===== config.mk =====
export PLATFORM = sky130hd
export DESIGN_NAME = tacho_gate_sequencer_flat
export DESIGN_NICKNAME = d
export VERILOG_FILES = /design/src/rtl/tacho_gate_sequencer_if.sv /design/src/rtl/tacho_gate_sequencer.sv /design/src/flat_wrapper.sv
export SDC_FILE = /design/constraint.sdc
export NUM_CORES = 1
export LEC_CHECK = 0
export BUFFER_PORTS_ARGS = -buffer_cell sky130_fd_sc_hd__buf_2
export CORE_ASPECT_RATIO = 0.5
export CORE_MARGIN = 2
export CORE_UTILIZATION = 40
export DETAILED_ROUTE_END_ITERATION = 10
export SETUP_SLACK_MARGIN = 0.15
export SYNTH_ARGS = -nofsm -noshare
export SYNTH_HDL_FRONTEND = slang
export SYNTH_SLANG_ARGS = --single-unit

===== constraint.sdc =====
create_clock -name clk -period 2.95 [get_ports clk]
set_input_delay 0.4425 -clock clk [delete_from_list [all_inputs] [get_ports clk]]
set_output_delay 0.4425 -clock clk [all_outputs]
set_load 0.05 [all_outputs]

===== src/rtl/tacho_gate_sequencer_if.sv =====
// Control/status bundle between the top level, the tacho gate sequencer and
// the external pulse counter it drives.
interface tacho_gate_sequencer_if #(
    parameter int GATE_W = 12,
    parameter int HOLD_W = 8,
    parameter int CNT_W  = 16
);
    logic              start;
    logic              stop;
    logic              mode_cont;
    logic [GATE_W-1:0] gate_ms;
    logic [HOLD_W-1:0] hold_ms;
    logic [CNT_W-1:0]  cnt_in;
    logic              cnt_ovf;
    logic              clr_cnt;
    logic              count_en;
    logic              busy;
    logic              done;
    logic [CNT_W-1:0]  result;
    logic              result_ovf;

    modport master (
        output start, stop, mode_cont, gate_ms, hold_ms, cnt_in, cnt_ovf,
        input  clr_cnt, count_en, busy, done, result, result_ovf
    );

    modport slave (
        input  start, stop, mode_cont, gate_ms, hold_ms, cnt_in, cnt_ovf,
        output clr_cnt, count_en, busy, done, result, result_ovf
    );
endinterface


===== src/rtl/tacho_gate_sequencer.sv =====
// Measurement-window scheduler for the tachometer: clear, gate for N ms, latch
// with saturation, optional holdoff, then repeat or return to idle.
module tacho_gate_sequencer #(
    parameter int TICKS_PER_MS = 100_000,
    parameter int GATE_W       = 12,
    parameter int HOLD_W       = 8,
    parameter int CNT_W        = 16
) (
    input logic                  clk,
    input logic                  rst,
    tacho_gate_sequencer_if.slave bus
);
    localparam int PRE_W = (TICKS_PER_MS > 1) ? $clog2(TICKS_PER_MS) : 1;
    localparam int MS_W  = (GATE_W > HOLD_W) ? GATE_W : HOLD_W;
    localparam logic [PRE_W-1:0] PRE_LAST = PRE_W'(TICKS_PER_MS - 1);

    typedef enum logic [2:0] {IDLE, CLEAR, GATE, LATCH, HOLD} state_t;

    state_t            state;
    logic [PRE_W-1:0]  pre_cnt;
    logic [MS_W-1:0]   ms_cnt;
    logic [GATE_W-1:0] gate_last;
    logic [HOLD_W-1:0] hold_last;
    logic              hold_zero;
    logic              ovf_sticky;

    logic              clr_cnt_r;
    logic              count_en_r;
    logic              busy_r;
    logic              done_r;
    logic [CNT_W-1:0]  result_r;
    logic              result_ovf_r;

    logic tick_last;
    logic gate_end;
    logic hold_end;
    logic ovf_now;

    function automatic logic [CNT_W-1:0] saturate(input logic [CNT_W-1:0] cnt,
                                                  input logic ovf);
        return ovf ? {CNT_W{1'b1}} : cnt;
    endfunction

    // A zero gate length runs as a 1 ms window.
    function automatic logic [GATE_W-1:0] gate_last_of(input logic [GATE_W-1:0] ms);
        return (ms == '0) ? '0 : ms - GATE_W'(1);
    endfunction

    assign tick_last = (pre_cnt == PRE_LAST);
    assign gate_end  = tick_last && (ms_cnt == MS_W'(gate_last));
    assign hold_end  = tick_last && (ms_cnt == MS_W'(hold_last));
    assign ovf_now   = ovf_sticky | bus.cnt_ovf;

    always_ff @(posedge clk or posedge rst) begin
        if (rst) begin
            state        <= IDLE;
            pre_cnt      <= '0;
            ms_cnt       <= '0;
            gate_last    <= '0;
            hold_last    <= '0;
            hold_zero    <= 1'b1;
            ovf_sticky   <= 1'b0;
            clr_cnt_r    <= 1'b0;
            count_en_r   <= 1'b0;
            busy_r       <= 1'b0;
            done_r       <= 1'b0;
            result_r     <= '0;
            result_ovf_r <= 1'b0;
        end else begin
            done_r <= 1'b0;
            if (bus.stop && (state == CLEAR || state == GATE || state == HOLD)) begin
                // Abort: the partial window is discarded and result is kept.
                state      <= IDLE;
                clr_cnt_r  <= 1'b0;
                count_en_r <= 1'b0;
                busy_r     <= 1'b0;
            end else begin
                case (state)
                    IDLE: begin
                        if (bus.start && !bus.stop) begin
                            gate_last <= gate_last_of(bus.gate_ms);
                            hold_last <= bus.hold_ms - HOLD_W'(1);
                            hold_zero <= (bus.hold_ms == '0);
                            state     <= CLEAR;
                            clr_cnt_r <= 1'b1;
                            busy_r    <= 1'b1;
                        end
                    end
                    CLEAR: begin
                        ovf_sticky <= 1'b0;
                        pre_cnt    <= '0;
                        ms_cnt     <= '0;
                        clr_cnt_r  <= 1'b0;
                        count_en_r <= 1'b1;
                        state      <= GATE;
                    end
                    GATE: begin
                        if (bus.cnt_ovf) ovf_sticky <= 1'b1;
                        if (gate_end) begin
                            count_en_r <= 1'b0;
                            state      <= LATCH;
                        end else if (tick_last) begin
                            pre_cnt <= '0;
                            ms_cnt  <= ms_cnt + MS_W'(1);
                        end else begin
                            pre_cnt <= pre_cnt + PRE_W'(1);
                        end
                    end
                    LATCH: begin
                        result_r     <= saturate(bus.cnt_in, ovf_now);
                        result_ovf_r <= ovf_now;
                        done_r       <= 1'b1;
                        pre_cnt      <= '0;
                        ms_cnt       <= '0;
                        if (bus.stop || !bus.mode_cont) begin
                            state  <= IDLE;
                            busy_r <= 1'b0;
                        end else if (hold_zero) begin
                            state     <= CLEAR;
                            clr_cnt_r <= 1'b1;
                        end else begin
                            state <= HOLD;
                        end
                    end
                    HOLD: begin
                        if (hold_end) begin
                            gate_last <= gate_last_of(bus.gate_ms);
                            hold_last <= bus.hold_ms - HOLD_W'(1);
                            hold_zero <= (bus.hold_ms == '0);
                            state     <= CLEAR;
                            clr_cnt_r <= 1'b1;
                        end else if (tick_last) begin
                            pre_cnt <= '0;
                            ms_cnt  <= ms_cnt + MS_W'(1);
                        end else begin
                            pre_cnt <= pre_cnt + PRE_W'(1);
                        end
                    end
                    default: begin
                        state      <= IDLE;
                        clr_cnt_r  <= 1'b0;
                        count_en_r <= 1'b0;
                        busy_r     <= 1'b0;
                    end
                endcase
            end
        end
    end

    assign bus.clr_cnt    = clr_cnt_r;
    assign bus.count_en   = count_en_r;
    assign bus.busy       = busy_r;
    assign bus.done       = done_r;
    assign bus.result     = result_r;
    assign bus.result_ovf = result_ovf_r;
endmodule


===== src/flat_wrapper.sv =====
// flat-port wrapper written by rule: the top's interface ports become plain ports
module tacho_gate_sequencer_flat 
#(
    parameter int TICKS_PER_MS = 100_000,
    parameter int GATE_W       = 12,
    parameter int HOLD_W       = 8,
    parameter int CNT_W        = 16
)
  (clk, rst, bus_start, bus_stop, bus_mode_cont, bus_gate_ms, bus_hold_ms, bus_cnt_in, bus_cnt_ovf, bus_clr_cnt, bus_count_en, bus_busy, bus_done, bus_result, bus_result_ovf);
  tacho_gate_sequencer_if #(.GATE_W(GATE_W), .HOLD_W(HOLD_W), .CNT_W(CNT_W)) bus_i ();
  input logic clk;
  input logic rst;
  input wire logic [$bits(bus_i.start)-1:0] bus_start;
  input wire logic [$bits(bus_i.stop)-1:0] bus_stop;
  input wire logic [$bits(bus_i.mode_cont)-1:0] bus_mode_cont;
  input wire logic [$bits(bus_i.gate_ms)-1:0] bus_gate_ms;
  input wire logic [$bits(bus_i.hold_ms)-1:0] bus_hold_ms;
  input wire logic [$bits(bus_i.cnt_in)-1:0] bus_cnt_in;
  input wire logic [$bits(bus_i.cnt_ovf)-1:0] bus_cnt_ovf;
  output wire logic [$bits(bus_i.clr_cnt)-1:0] bus_clr_cnt;
  output wire logic [$bits(bus_i.count_en)-1:0] bus_count_en;
  output wire logic [$bits(bus_i.busy)-1:0] bus_busy;
  output wire logic [$bits(bus_i.done)-1:0] bus_done;
  output wire logic [$bits(bus_i.result)-1:0] bus_result;
  output wire logic [$bits(bus_i.result_ovf)-1:0] bus_result_ovf;
  assign bus_i.start = bus_start;
  assign bus_i.stop = bus_stop;
  assign bus_i.mode_cont = bus_mode_cont;
  assign bus_i.gate_ms = bus_gate_ms;
  assign bus_i.hold_ms = bus_hold_ms;
  assign bus_i.cnt_in = bus_cnt_in;
  assign bus_i.cnt_ovf = bus_cnt_ovf;
  assign bus_clr_cnt = bus_i.clr_cnt;
  assign bus_count_en = bus_i.count_en;
  assign bus_busy = bus_i.busy;
  assign bus_done = bus_i.done;
  assign bus_result = bus_i.result;
  assign bus_result_ovf = bus_i.result_ovf;
  tacho_gate_sequencer #(.TICKS_PER_MS(TICKS_PER_MS), .GATE_W(GATE_W), .HOLD_W(HOLD_W), .CNT_W(CNT_W)) u_core (.clk(clk), .rst(rst), .bus(bus_i));
endmodule

# Word level (Yosys, flattened, before mapping)
# Index checks and enable logic that the tools add are counted.
totals:
  register_bits: 75
  word_cells: 108
op_classes:
  add_sub_neg: 4
  eq_ne: 21
  muxes: 42
  bitwise: 2
  n_reduce_logical: 26
op_table:
  columns: ["cell", "count"]
  rows:
  - ["$mux W12", 6]
  - ["$mux W17", 3]
  - ["$pmux W17 S3", 1]
  - ["$pmux W12 S3", 1]
  - ["$pmux W12 S2", 1]
  - ["$mux W3", 6]
  - ["$add A17 B1 Y17 const B", 1]
  - ["$eq A17 B17 Y1 const B", 1]
  - ["$mux W16", 1]
  - ["$mux W8", 2]
  - ["$pmux W8 S2", 1]
  - ["$pmux W3 S5", 1]
  - ["$mux W1", 14]
  - ["$add A12 B1 Y12 const B", 1]
  - ["$eq A12 B12 Y1", 1]
  - ["$eq A12 B8 Y1", 1]
  - ["$logic_not A12 Y1", 1]
  - ["$sub A12 B1 Y12 const B", 1]
  - ["$ne A3 B1 Y1 const B", 3]
  - ["$ne A3 B2 Y1 const B", 3]
  - ["$reduce_and A3 Y1", 3]
  - ["$logic_not A8 Y1", 1]
  - ["$ne A2 B1 Y1 const B", 4]
  - ["$ne A2 B2 Y1 const B", 4]
  - ["20 further kinds", 33]

# Depth between registers and ports, before layout
# Gate-level depths: netlist of run 1.
depth:
  word_depth: 6
  depth_mapped: 8
  ltp_nobuf: 7

# Worst setup path after synthesis of run 1
# OpenSTA, ideal clock, no wires.
synth_timing:
  path_type: "register to register"
  from: "register u_core.pre_cnt[0]"
  to: "register u_core.pre_cnt[16]"
  setup_ps: 65
  arrival_ps: 2005
  path_slack_ps: 881
  path_stages_with_launch: 8
  path_buffers: 1
  period_less_slack_ps: 2069
  path_cell_list: "dfrtp_1 -> ha_1 -> and4_1 -> and4_4 -> or4_1 -> buf_2 -> nor4_2 -> a211o_1"
synth_between:
  elab_chain_cells: 4
  elab_cells_between_ends: 11
  classes_between: "1 x add/sub; 3 x eq/ne; 4 x mux; 3 x reduce/logical"
synth_rtl:
  columns: ["item", "line", "rtl"]
  rows:
  - ["from (decl)", "tacho_gate_sequencer.sv:20", "logic [PRE_W-1:0] pre_cnt;"]
  - ["from (signal assigned)", "tacho_gate_sequencer.sv:106", "pre_cnt <= pre_cnt + PRE_W'(1);"]
  - ["from (signal assigned)", "tacho_gate_sequencer.sv:136", "pre_cnt <= pre_cnt + PRE_W'(1);"]
  - ["$add A17 B1 Y17 or $eq A17 B17 Y1 (tied branches)", "tacho_gate_sequencer.sv:106, tacho_gate_sequencer.sv:136, tacho_gate_sequencer.sv:49", null]
  - ["$mux W17, or another cell as far along", "tacho_gate_sequencer.sv:102, tacho_gate_sequencer.sv:132", null]
  - ["$mux W17, or another cell as far along", "tacho_gate_sequencer.sv:126", "if (hold_end) begin"]
  - ["$pmux W17 S3 or $reduce_and A4 Y1 (tied branches)", null, null]
# Parallel ways exist; a longest one is shown, timed or not. The select of a mux whose other input is x is not followed.
# A chain may end at the register's enable or synchronous reset.

# Worst setup path in the final report of run 1
layout_timing:
  from: "register u_core.pre_cnt[0]"
  to: "register u_core.gate_last[4]"
layout_between:
  elab_chain_cells: 4
layout_rtl:
  columns: ["item", "line", "rtl"]
  rows:
  - ["$eq A17 B17 Y1", "tacho_gate_sequencer.sv:49", "assign tick_last = (pre_cnt == PRE_LAST);"]
  - ["$logic_and A1 B1 Y1", "tacho_gate_sequencer.sv:51", "assign hold_end = tick_last && (ms_cnt == MS_W'(hold_last));"]
  - ["$ne A2 B1 Y1 (no source line)", null, null]
  - ["$reduce_and A4 Y1 (no source line)", null, null]
  - ["to (signal assigned)", "tacho_gate_sequencer.sv:81", "gate_last <= gate_last_of(bus.gate_ms);"]
  - ["to (signal assigned)", "tacho_gate_sequencer.sv:127", "gate_last <= gate_last_of(bus.gate_ms);"]
  - ["to (decl)", "tacho_gate_sequencer.sv:22", "logic [GATE_W-1:0] gate_last;"]
# Every way passes these cells.

==> reports/metrics.csv, run 1 <==
stage;metric;value;unit
place;placed_area;4810;µm²
grt;grt_pass1_vias;3327;
floorplan;core-area;10400;µm²
routing;drt_iter0_markers;169;
cts;numCtsBuffers;9;
synthesis;synthTopCellsByCount;74 x dfrtp_1, 54 x nor2_1, 34 x a21oi_1;
finish;stdcell_area;5110;µm²
timing;fin_crit_sh;82.2;%
power;power.density;820;nW/µm²
timing;finalHoldViolations;0;
grt;overflow;0;
place;dp_hpwl;7040;µm
place;dp_cells;635;
synthesis;yosys_warnings;0;
cts;clock-sinks;75;
cts;htree_num_levels;3;
cts;cts.clk_slew.worst_paths;0.07;ns
floorplan;die_w;152;µm
synthesis;yosys.area.top_type;dfrtp_1;
finish;fill_cells;1019;
critical_path;start_kind;register;
timing;timing.fmax;413;MHz
cts;cts_hold_buf;0;
cts;root_buffer;clkbuf_16;
timing;slew_headroom;50.9;%
synthesis;yosys.area.top_type_share;42.3;%
critical_path;crit_path_max_fanout;30;
power;swShare;40.5;%
floorplan;io_pins;63;
synthesis;ys_seq_elements;75;
cts;cts_tree;done;
synthesis;synthesis.nets;499;
routing;route.met2.wl;4450;µm
critical_path;reg2reg_slack;0.53;ns
synthesis;avgSynthCellArea;9.70;µm²
routing;first_pass_iters;4;
routing;ant_nets;0;
cts;clkLatencyLatePin;0.34;ns
power;p_clk_share;26.3;%
floorplan;die-area;11800;µm²
synthesis;ys_seq_area_share;42.9;%
timing;setup_viol;0;
finish;final_cells;651;
synthesis;syn_inst;451;
routing;drc_errors;0;
critical_path;path_class;reg2reg;
critical_path;setup.worst_path.end;u_core.gate_last[4];
critical_path;r2r_end;u_core.gate_last[4];
synthesis;async_flop_share;100;%
finish;nNetsFinal;554;
timing;hold_slack;0.151;ns
grt;antenna_found_initial;0;
critical_path;end_kind;register;
power;p_leak;2.16;nW
place;gp_congestion;0.785;
synthesis;synth-edff-count;0;
routing;wire_per_inst;15.1;µm
critical_path;timing.rr.start;u_core.pre_cnt[0];
finish;area_growth;16.8;%
job;maxCapViolCount;0;
timing;worst_slew_pin_slew;0.730;ns
power;pwr-share-comb;36.9;%
synthesis;netlist_area;4380;µm²
cts;cts_buffer_depth;2;
routing;highest_layer;met4;
grt;grt_start_max_net_pins;52;
grt;grt_pass1_wl;16600;µm
critical_path;cp.required;3.17;ns
synthesis;synth.most_common_cell;dfrtp_1;
cts;post_cts_buffers;0;
min_path;holdCritPathClass;in2async;
timing;rsz0062_at_grt;no;
routing;wl;9830;µm
cts;cts_resized;0;
synthesis;netlist-cell-type-count;62;
status;status;complete, no violations;
power;seq_power_share;36.9;%
power;intPower;0.00249;W
floorplan;die_h;78.0;µm
routing;vias;3526;
floorplan;rows;26;
synthesis;synthTopCellsByArea;dfrtp_1 42%, nor2_1 4.6%, xor2_1 4.6%, a21oi_1 3.9%, o22a_1 3.2%;
critical_path;r2r_cells;7;
finish;antennaDiodeCount;0;
timing;period_minus_slack;2.42;ns
floorplan;start_util;42.0;%
synthesis;synth-main-ff-cell;dfrtp_1;
timing;setup_tns;0;ns
routing;routed_via_density;5.42;
critical_path;arrival;2.65;ns
finish;layout-drive-gt1-share;24.1;%
routing;wl_met3;304;µm
routing;wl_met1;4990;µm
timing;skew;0.00973;ns
grt;grt_usage;17.3;%
critical_path;critical_path.startpoint;u_core.pre_cnt[0];
power;irDropWorstVdd;390;µV
timing;slew_viol_final;0;
place;port-buffer-count;62;
power;net-switching-power;0.00170;W
[kinds of logic (layout without fill, tap and decap cells)]
logic type / Yosys count / in the layout / synth area share (%)
AO/OA/AOI/OAI: 114 / 114 / 17.4
AND/OR/NAND/NOR: 158 / 158 / 21.3
flip-flops: 75 / 75 / 42.9
adder cells (fa/ha/maj): 6 / 6 / 1.72
multiplexers: 22 / 22 / 5.38
buffers and inverters: 41 / 101 / 4.26
XOR/XNOR: 35 / 35 / 7.01
[registers in the layout, indices dropped and copies added (netlist names), 3 cells and up]
register,count
u_core.pre_cnt,17
u_core.bus.result,16
u_core.gate_last,12
u_core.ms_cnt,12
u_core.hold_last,8
u_core.state,3
[power groups by stage]
stage | clock network, W | registers [W] | logic (W)
global placement | 0 | 0.00156 | 0.00154
CTS | 0.00113 | 0.00155 | 0.00157
global route | 0.00118 | 0.00159 | 0.00170
detailed placement | 0 | 0.00157 | 0.00156
finish | 0.00110 | 0.00154 | 0.00155
floorplan | 0 | 0.00174 | 0.000979
[placed cells by master (no fill, tap or decap), types with 6 or more instances in the layout]
cell type and instances:
o21ai_0 11, and3_1 8, inv_1 12, o22a_1 16
nand2_1 28, buf_4 9, buf_2 62, xor2_1 23
o2111ai_1 10, ha_1 6, mux2i_1 10, nor2_1 54
mux2_2 10, clkbuf_16 9, a31oi_1 14, nor4_2 9
nand3_1 9, nand4_1 7, dfrtp_1 74, a21oi_1 34
xnor2_1 12
[how the worst min path moves through the flow]
| stage | start | endpoint | slack [ns] |
|---|---|---|---|
| 2_1_floorplan | u_core.pre_cnt[7] | u_core.pre_cnt[7] | 0.48 |
| 3_3_place_gp | u_core.bus.result_ovf | u_core.bus.result_ovf | 0.47 |
| 3_5_place_dp | u_core.bus.result_ovf | u_core.bus.result_ovf | 0.48 |
| 4_1_cts | rst | u_core.ovf_sticky | 0.16 |
| 5_1_grt | rst | u_core.ovf_sticky | 0.20 |
| 6_report | rst | u_core.ovf_sticky | 0.15 |
[worst max-delay path, stage by stage, from the launching register on]
cell	delay, ns
dfrtp_1	0.39
ha_1	0.23
and4_1	0.26
nand4_1	0.24
nand4b_4	0.30
a21oi_2	0.18
buf_4	0.32
mux2_2	0.37
[routing by layer]
| metal | GRT usage (%) | up-vias |
|---|---|---|
| met3 | 3.91 | 8 |
| met1 | 23.7 | 1691 |
| li1 | - | 1768 |
| met2 | 27.7 | 59 |
| met4 | 4.95 | 0 |
| met5 | 0 | - |
[metrics by stage]
stage          utilization, %  power, W  worst slack [ns]
2_1_floorplan               -   0.00272             0.599
5_1_grt                  49.1   0.00447             0.313
3_5_place_dp             46.2   0.00312             0.519
6_report                 49.1   0.00419             0.526
4_1_cts                  49.1   0.00425             0.506
3_3_place_gp             46.2   0.00310             0.578
[final cells by class]
| class | count | area (µm²) | share of cell area [%] |
|---|---|---|---|
| clock buffers | 9 | 225 | 4.41 |
| well taps | 140 | 175 | 3.43 |
| repair buffers | 72 | 398 | 7.78 |
| multi-input cells | 335 | 2310 | 45.2 |
| clock inverters | 7 | 76.3 | 1.49 |
| flip-flops and latches | 75 | 1880 | 36.7 |
| inverters | 13 | 48.8 | 0.954 |
Note: power is estimated with default switching activity, not from simulation.
==> run 2: changes to the inputs <==
clock period = 2.3 ns   (was 2.95 ns; I/O delays follow)
==> reports/metrics.csv, run 2 (synthesis results as in run 1) <==
stage;metric;value;unit
finish;area_growth;25.6;%
timing;slew_headroom;51.3;%
finish;mostFrequentLayoutCell;dfrtp_1;
finish;final_cells;689;
critical_path;crit_path_max_fanout;11;
place;dp_cells;665;
finish;largest_reg_flops;17;
cts;root_buffer;clkbuf_16;
floorplan;rows;26;
finish;largest_register;u_core.pre_cnt;
power;swShare;39.4;%
power;p_leak;2.38;nW
status;status;complete, no violations;
power;power.density;1040;nW/µm²
cts;cts_hold_buf;0;
place;gp_congestion;0.829;
floorplan;core-area;10400;µm²
timing;setup_viol;0;
power;pwr-share-comb;39.9;%
job;maxCapViolCount;0;
grt;grt_pass1_wl;18200;µm
floorplan;die-area;11800;µm²
routing;wl;10900;µm
finish;multi_input_area;2370;µm²
cts;cts_buffer_depth;2;
critical_path;cp.required;2.53;ns
grt;antenna_found_initial;0;
finish;nNetsFinal;592;
cts;numCtsBuffers;9;
routing;ant_nets;0;
timing;fin_crit_sh;94.1;%
critical_path;start_kind;register;
routing;drc_errors;0;
min_path;holdCritPathClass;in2async;
timing;rsz0062_at_grt;yes;
cts;clock-sinks;75;
timing;worst_slew_pin_slew;0.729;ns
critical_path;slowest_stage;dfrtp_1;
timing;hold_slack;0.108;ns
cts;htree_num_levels;3;
timing;period_minus_slack;2.16;ns
finish;layout-drive-gt1-share;30.8;%
critical_path;crit_chain;xor2_1 > nor4_2 > buf_4 > nand4b_4 > a21oi_4 > buf_12 > mux2_2;
grt;overflow;0;
critical_path;path_class;reg2reg;
routing;drt_iter0_markers;173;
finish;antennaDiodeCount;0;
grt;grt_start_max_net_pins;34;
power;intPower;0.00345;W
power;net-switching-power;0.00224;W
grt;grt_pass1_vias;3619;
floorplan;io_pins;63;
cts;cts_tree;done;
critical_path;arrival;2.39;ns
finish;regArea;1880;µm²
timing;finalHoldViolations;0;
routing;vias;3734;
cts;cts.clk_slew.worst_paths;0.06;ns
timing;timing.fmax;462;MHz
routing;first_pass_iters;4;
grt;grt_usage;18.9;%
finish;final_cell_mix;73 x dfrtp_1, 62 x buf_2, 53 x nor2_1;
power;seq_power_share;34.3;%
critical_path;critPathMaxStageDelay;0.46;ns
routing;wire_per_inst;15.9;µm
cts;clkLatencyLatePin;0.34;ns
routing;routed_via_density;5.42;
finish;fill_cells;945;
floorplan;start_util;42.0;%
floorplan;die_h;78.0;µm
power;irDropWorstVdd;439;µV
power;finalPower;0.00569;W
timing;setup_tns;0;ns
power;p_clk_share;25.8;%
place;dp_hpwl;7680;µm
critical_path;end_kind;register;
timing;skew;0.0117;ns
floorplan;die_w;152;µm
place;port-buffer-count;62;
timing;slew_viol_final;0;
-- run 2: cell types whose count changed in the layout (fill, tap and decap cells not counted), moves of 2 or more --
| cell | change |
|---|---|
| buf_4 | +36 |
| clkinvlp_4 | +3 |
| a21oi_1 | -2 |
| inv_8 | -2 |
-- run 2: timing repair --
action                                  CTS  global route
buffers inserted                          1             6
pin swaps                                 1             3
gates resized for setup                   4             9
endpoints found under the setup margin   21            41
cloned                                    0             1
-- run 2: critical path: cells and delay by family (launching register included) --
kind                   cells  cell delay (ns)
AO/OA/AOI/OAI              1             0.23
flip-flops                 1             0.46
buffers and inverters      2             0.36
XOR/XNOR                   1             0.19
multiplexers               1             0.33
AND/OR/NAND/NOR            2             0.46
-- run 2: layout make-up --
type | count | area share (%)
Clock buffer | 9 | 4.10
Clock inverter | 7 | 1.50
Tap cell | 140 | 3.19
Multi-Input combinational cell | 335 | 43.1
Sequential cell | 75 | 34.2
Inverter | 13 | 0.956
Timing Repair Buffer | 110 | 13.0
-- run 2: power by group through the flow --
| stage | combinational, W | sequential, W | clock (W) |
|---|---|---|---|
| 6_report | 0.00227 | 0.00195 | 0.00147 |
| 4_1_cts | 0.00220 | 0.00195 | 0.00150 |
| 3_5_place_dp | 0.00218 | 0.00197 | 0 |
| 3_3_place_gp | 0.00216 | 0.00196 | 0 |
| 2_1_floorplan | 0.00126 | 0.00223 | 0 |
| 5_1_grt | 0.00248 | 0.00200 | 0.00157 |
-- run 2: metrics by stage --
| stage | utilization, % | setup WS (ns) | instance area [µm²] |
|---|---|---|---|
| floorplan | - | 0.231 | 4380 |
| global placement | 48.5 | 0.0625 | 5050 |
| detailed placement | 48.5 | 0.0187 | 5050 |
| CTS | 51.7 | 0.149 | 5380 |
| global route | 52.8 | 0.0321 | 5500 |
| finish | 52.8 | 0.136 | 5500 |
-- run 2: path summary, 6_finish.rpt --
path | from | end | slack (ns) | cells past startpoint
max | u_core.ms_cnt[1] | u_core.gate_last[7] | 0.14 | 7
min | rst | u_core.pre_cnt[9] | 0.11 | 2
max reg2reg | u_core.ms_cnt[1] | u_core.gate_last[7] | 0.14 | 7
min reg2reg | u_core.bus.result[14] | u_core.bus.result[14] | 0.51 | 1
max in group asynchronous | rst | u_core.hold_last[2] | 1.54 | 3
min in group clk | bus_cnt_in[4] | u_core.bus.result[4] | 0.20 | 2
-- run 2: metal layers --
| metal | vias to the layer above | GRT usage, % | wire length (µm) |
|---|---|---|---|
| met4 | 0 | 5.23 | 101 |
| met5 | - | 0 | 0 |
| met3 | 10 | 4.69 | 482 |
| met1 | 1805 | 25.8 | 5330 |
| li1 | 1844 | - | - |
| met2 | 75 | 30.2 | 5020 |
==> run 3: changes to the inputs <==
PLACE_DENSITY_LB_ADDON = 0.1   (was default)
==> reports/metrics.csv, run 3 (synthesis results as in run 1) <==
stage;metric;value;unit
grt;overflow;0;
finish;antennaDiodeCount;0;
timing;slew_headroom;57.3;%
routing;ant_nets;0;
routing;drc_errors;0;
grt;antenna_found_initial;0;
routing;first_pass_iters;4;
timing;fin_crit_sh;94.0;%
routing;wl;11100;µm
timing;period_minus_slack;2.16;ns
power;power.density;1040;nW/µm²
grt;grt_pass1_vias;3711;
timing;hold_slack;0.220;ns
critical_path;end_kind;register;
finish;layout-drive-gt1-share;33.3;%
power;intPower;0.00361;W
finish;area_growth;29.9;%
finish;nNetsFinal;598;
critical_path;cp.required;2.51;ns
critical_path;crit_chain;nor4b_4 > nand4_1 > nand4b_4 > a21oi_4 > buf_12 > clkbuf_16 > mux2_4;
routing;drt_iter0_markers;178;
status;status;complete, no violations;
power;swShare;38.7;%
timing;setup_tns;0;ns
timing;rsz0062_at_grt;yes;
routing;wl_met3;500;µm
cts;clock-sinks;75;
place;port-buffer-count;62;
power;irDropWorstVdd;571;µV
finish;largest_register;u_core.pre_cnt;
finish;largest_reg_flops;17;
critical_path;start_kind;register;
floorplan;io_pins;63;
cts;cts_buffer_depth;2;
place;gp_congestion;0.834;
critical_path;crit_path_max_fanout;5;
critical_path;path_class;reg2reg;
cts;htree_num_levels;3;
job;maxCapViolCount;0;
critical_path;slowest_stage;dfrtp_2;
grt;grt_pass1_wl;18300;µm
place;dp_hpwl;7680;µm
routing;routed_via_density;5.42;
finish;final_cell_mix;73 x dfrtp_1, 62 x buf_2, 53 x nor2_1;
routing;highest_layer;met4;
place;post-place-ws;0.0104;ns
timing;slew_viol_final;0;
place;dp_cells;665;
routing;route.met2.wl;5050;µm
min_path;holdCritPathClass;in2reg;
finish;mostFrequentLayoutCell;dfrtp_1;
critical_path;critPathMaxStageDelay;0.44;ns
finish;final_cells;695;
timing;skew;0.00536;ns
cts;numCtsBuffers;9;
timing;postLayoutSetupSlackWorst;0.138;ns
grt;grt_start_max_net_pins;49;
floorplan;rows;26;
floorplan;core-area;10400;µm²
power;p_leak;2.45;nW
cts;root_buffer;clkbuf_16;
floorplan;start_util;42.0;%
timing;finalHoldViolations;0;
routing;vias;3769;
routing;wl_met1;5500;µm
power;net-switching-power;0.00228;W
cts;cts.clk_slew.worst_paths;0.06;ns
routing;wire_per_inst;15.9;µm
cts;clkLatencyLatePin;0.33;ns
cts;cts_tree;done;
grt;grt_usage;18.8;%
timing;timing.fmax;463;MHz
floorplan;die_h;78.0;µm
timing;worst_slew_pin_slew;0.639;ns
floorplan;die_w;152;µm
floorplan;die-area;11800;µm²
power;pwr-share-comb;42.1;%
timing;setup_viol;0;
critical_path;arrival;2.37;ns
finish;fill_cells;954;
critical_path;reg2reg_slack;0.14;ns
power;p_clk_share;24.2;%
power;seq_power_share;33.7;%
==> run 3: repair_timing <==
action | 4_1_cts | 5_1_grt
gates cloned | 0 | 4
buffers inserted | 4 | 5
setup endpoints to repair | 40 | 46
hold buffers | 1 | 0
gates resized for setup | 4 | 36
pin swaps | 1 | 7
endpoints found under the hold margin | 9 | 0
==> run 3: worst paths after layout <==
check / cells past startpoint / endpoint / from
worst max-delay path: 7 / u_core.gate_last[3] / u_core.pre_cnt[8]
worst min-delay path: 2 / u_core.bus.result[10] / bus_cnt_in[10]
worst max register to register: 7 / u_core.gate_last[3] / u_core.pre_cnt[8]
worst min register to register: 1 / u_core.bus.result[7] / u_core.bus.result[7]
max in group asynchronous: 4 / u_core.hold_zero / rst
min in group asynchronous: 3 / u_core.pre_cnt[9] / rst
==> run 3: metrics by stage <==
step / instance area, µm² / power, W / util, %
floorplan: 4380 / 0.00349 / -
global placement: 5060 / 0.00415 / 48.7
detailed placement: 5060 / 0.00417 / 48.7
CTS: 5420 / 0.00566 / 52.1
global route: 5680 / 0.00627 / 54.6
finish: 5680 / 0.00589 / 54.6
==> run 3: area by class of cell <==
| class | instances | area [µm²] | share of cell area [%] |
|---|---|---|---|
| multi-input cells | 335 | 2450 | 43.2 |
| flip-flops and latches | 75 | 1880 | 33.1 |
| repair buffers | 116 | 822 | 14.5 |
| clock buffers | 10 | 229 | 4.03 |
| well taps | 140 | 175 | 3.08 |
| clock inverters | 6 | 72.6 | 1.28 |
| inverters | 13 | 52.6 | 0.925 |
==> run 3: routing by layer <==
layer,GRT usage (%),vias up
li1,-,1844
met1,26.4,1850
met2,30.2,73
met3,4.47,2
met4,2.52,0
met5,0,-
==> run 3: power by group through the flow <==
stage	Combinational, W	Clock, W	Sequential, W
final	0.00248	0.00143	0.00199
after CTS	0.00222	0.00147	0.00198
after floorplan	0.00126	0	0.00223
after global routing	0.00271	0.00152	0.00205
after detailed placement	0.00217	0	0.00200
after global placement	0.00215	0	0.00199
==> run 3: worst max-delay path: cells and delay by family (launching register included) <==
family                 cells  cell delay [ns]
and+or+nand+nor            3             0.85
DFF                        1             0.44
buffers and inverters      2             0.29
AOI/OAI and AO/OA          1             0.17
muxes                      1             0.30
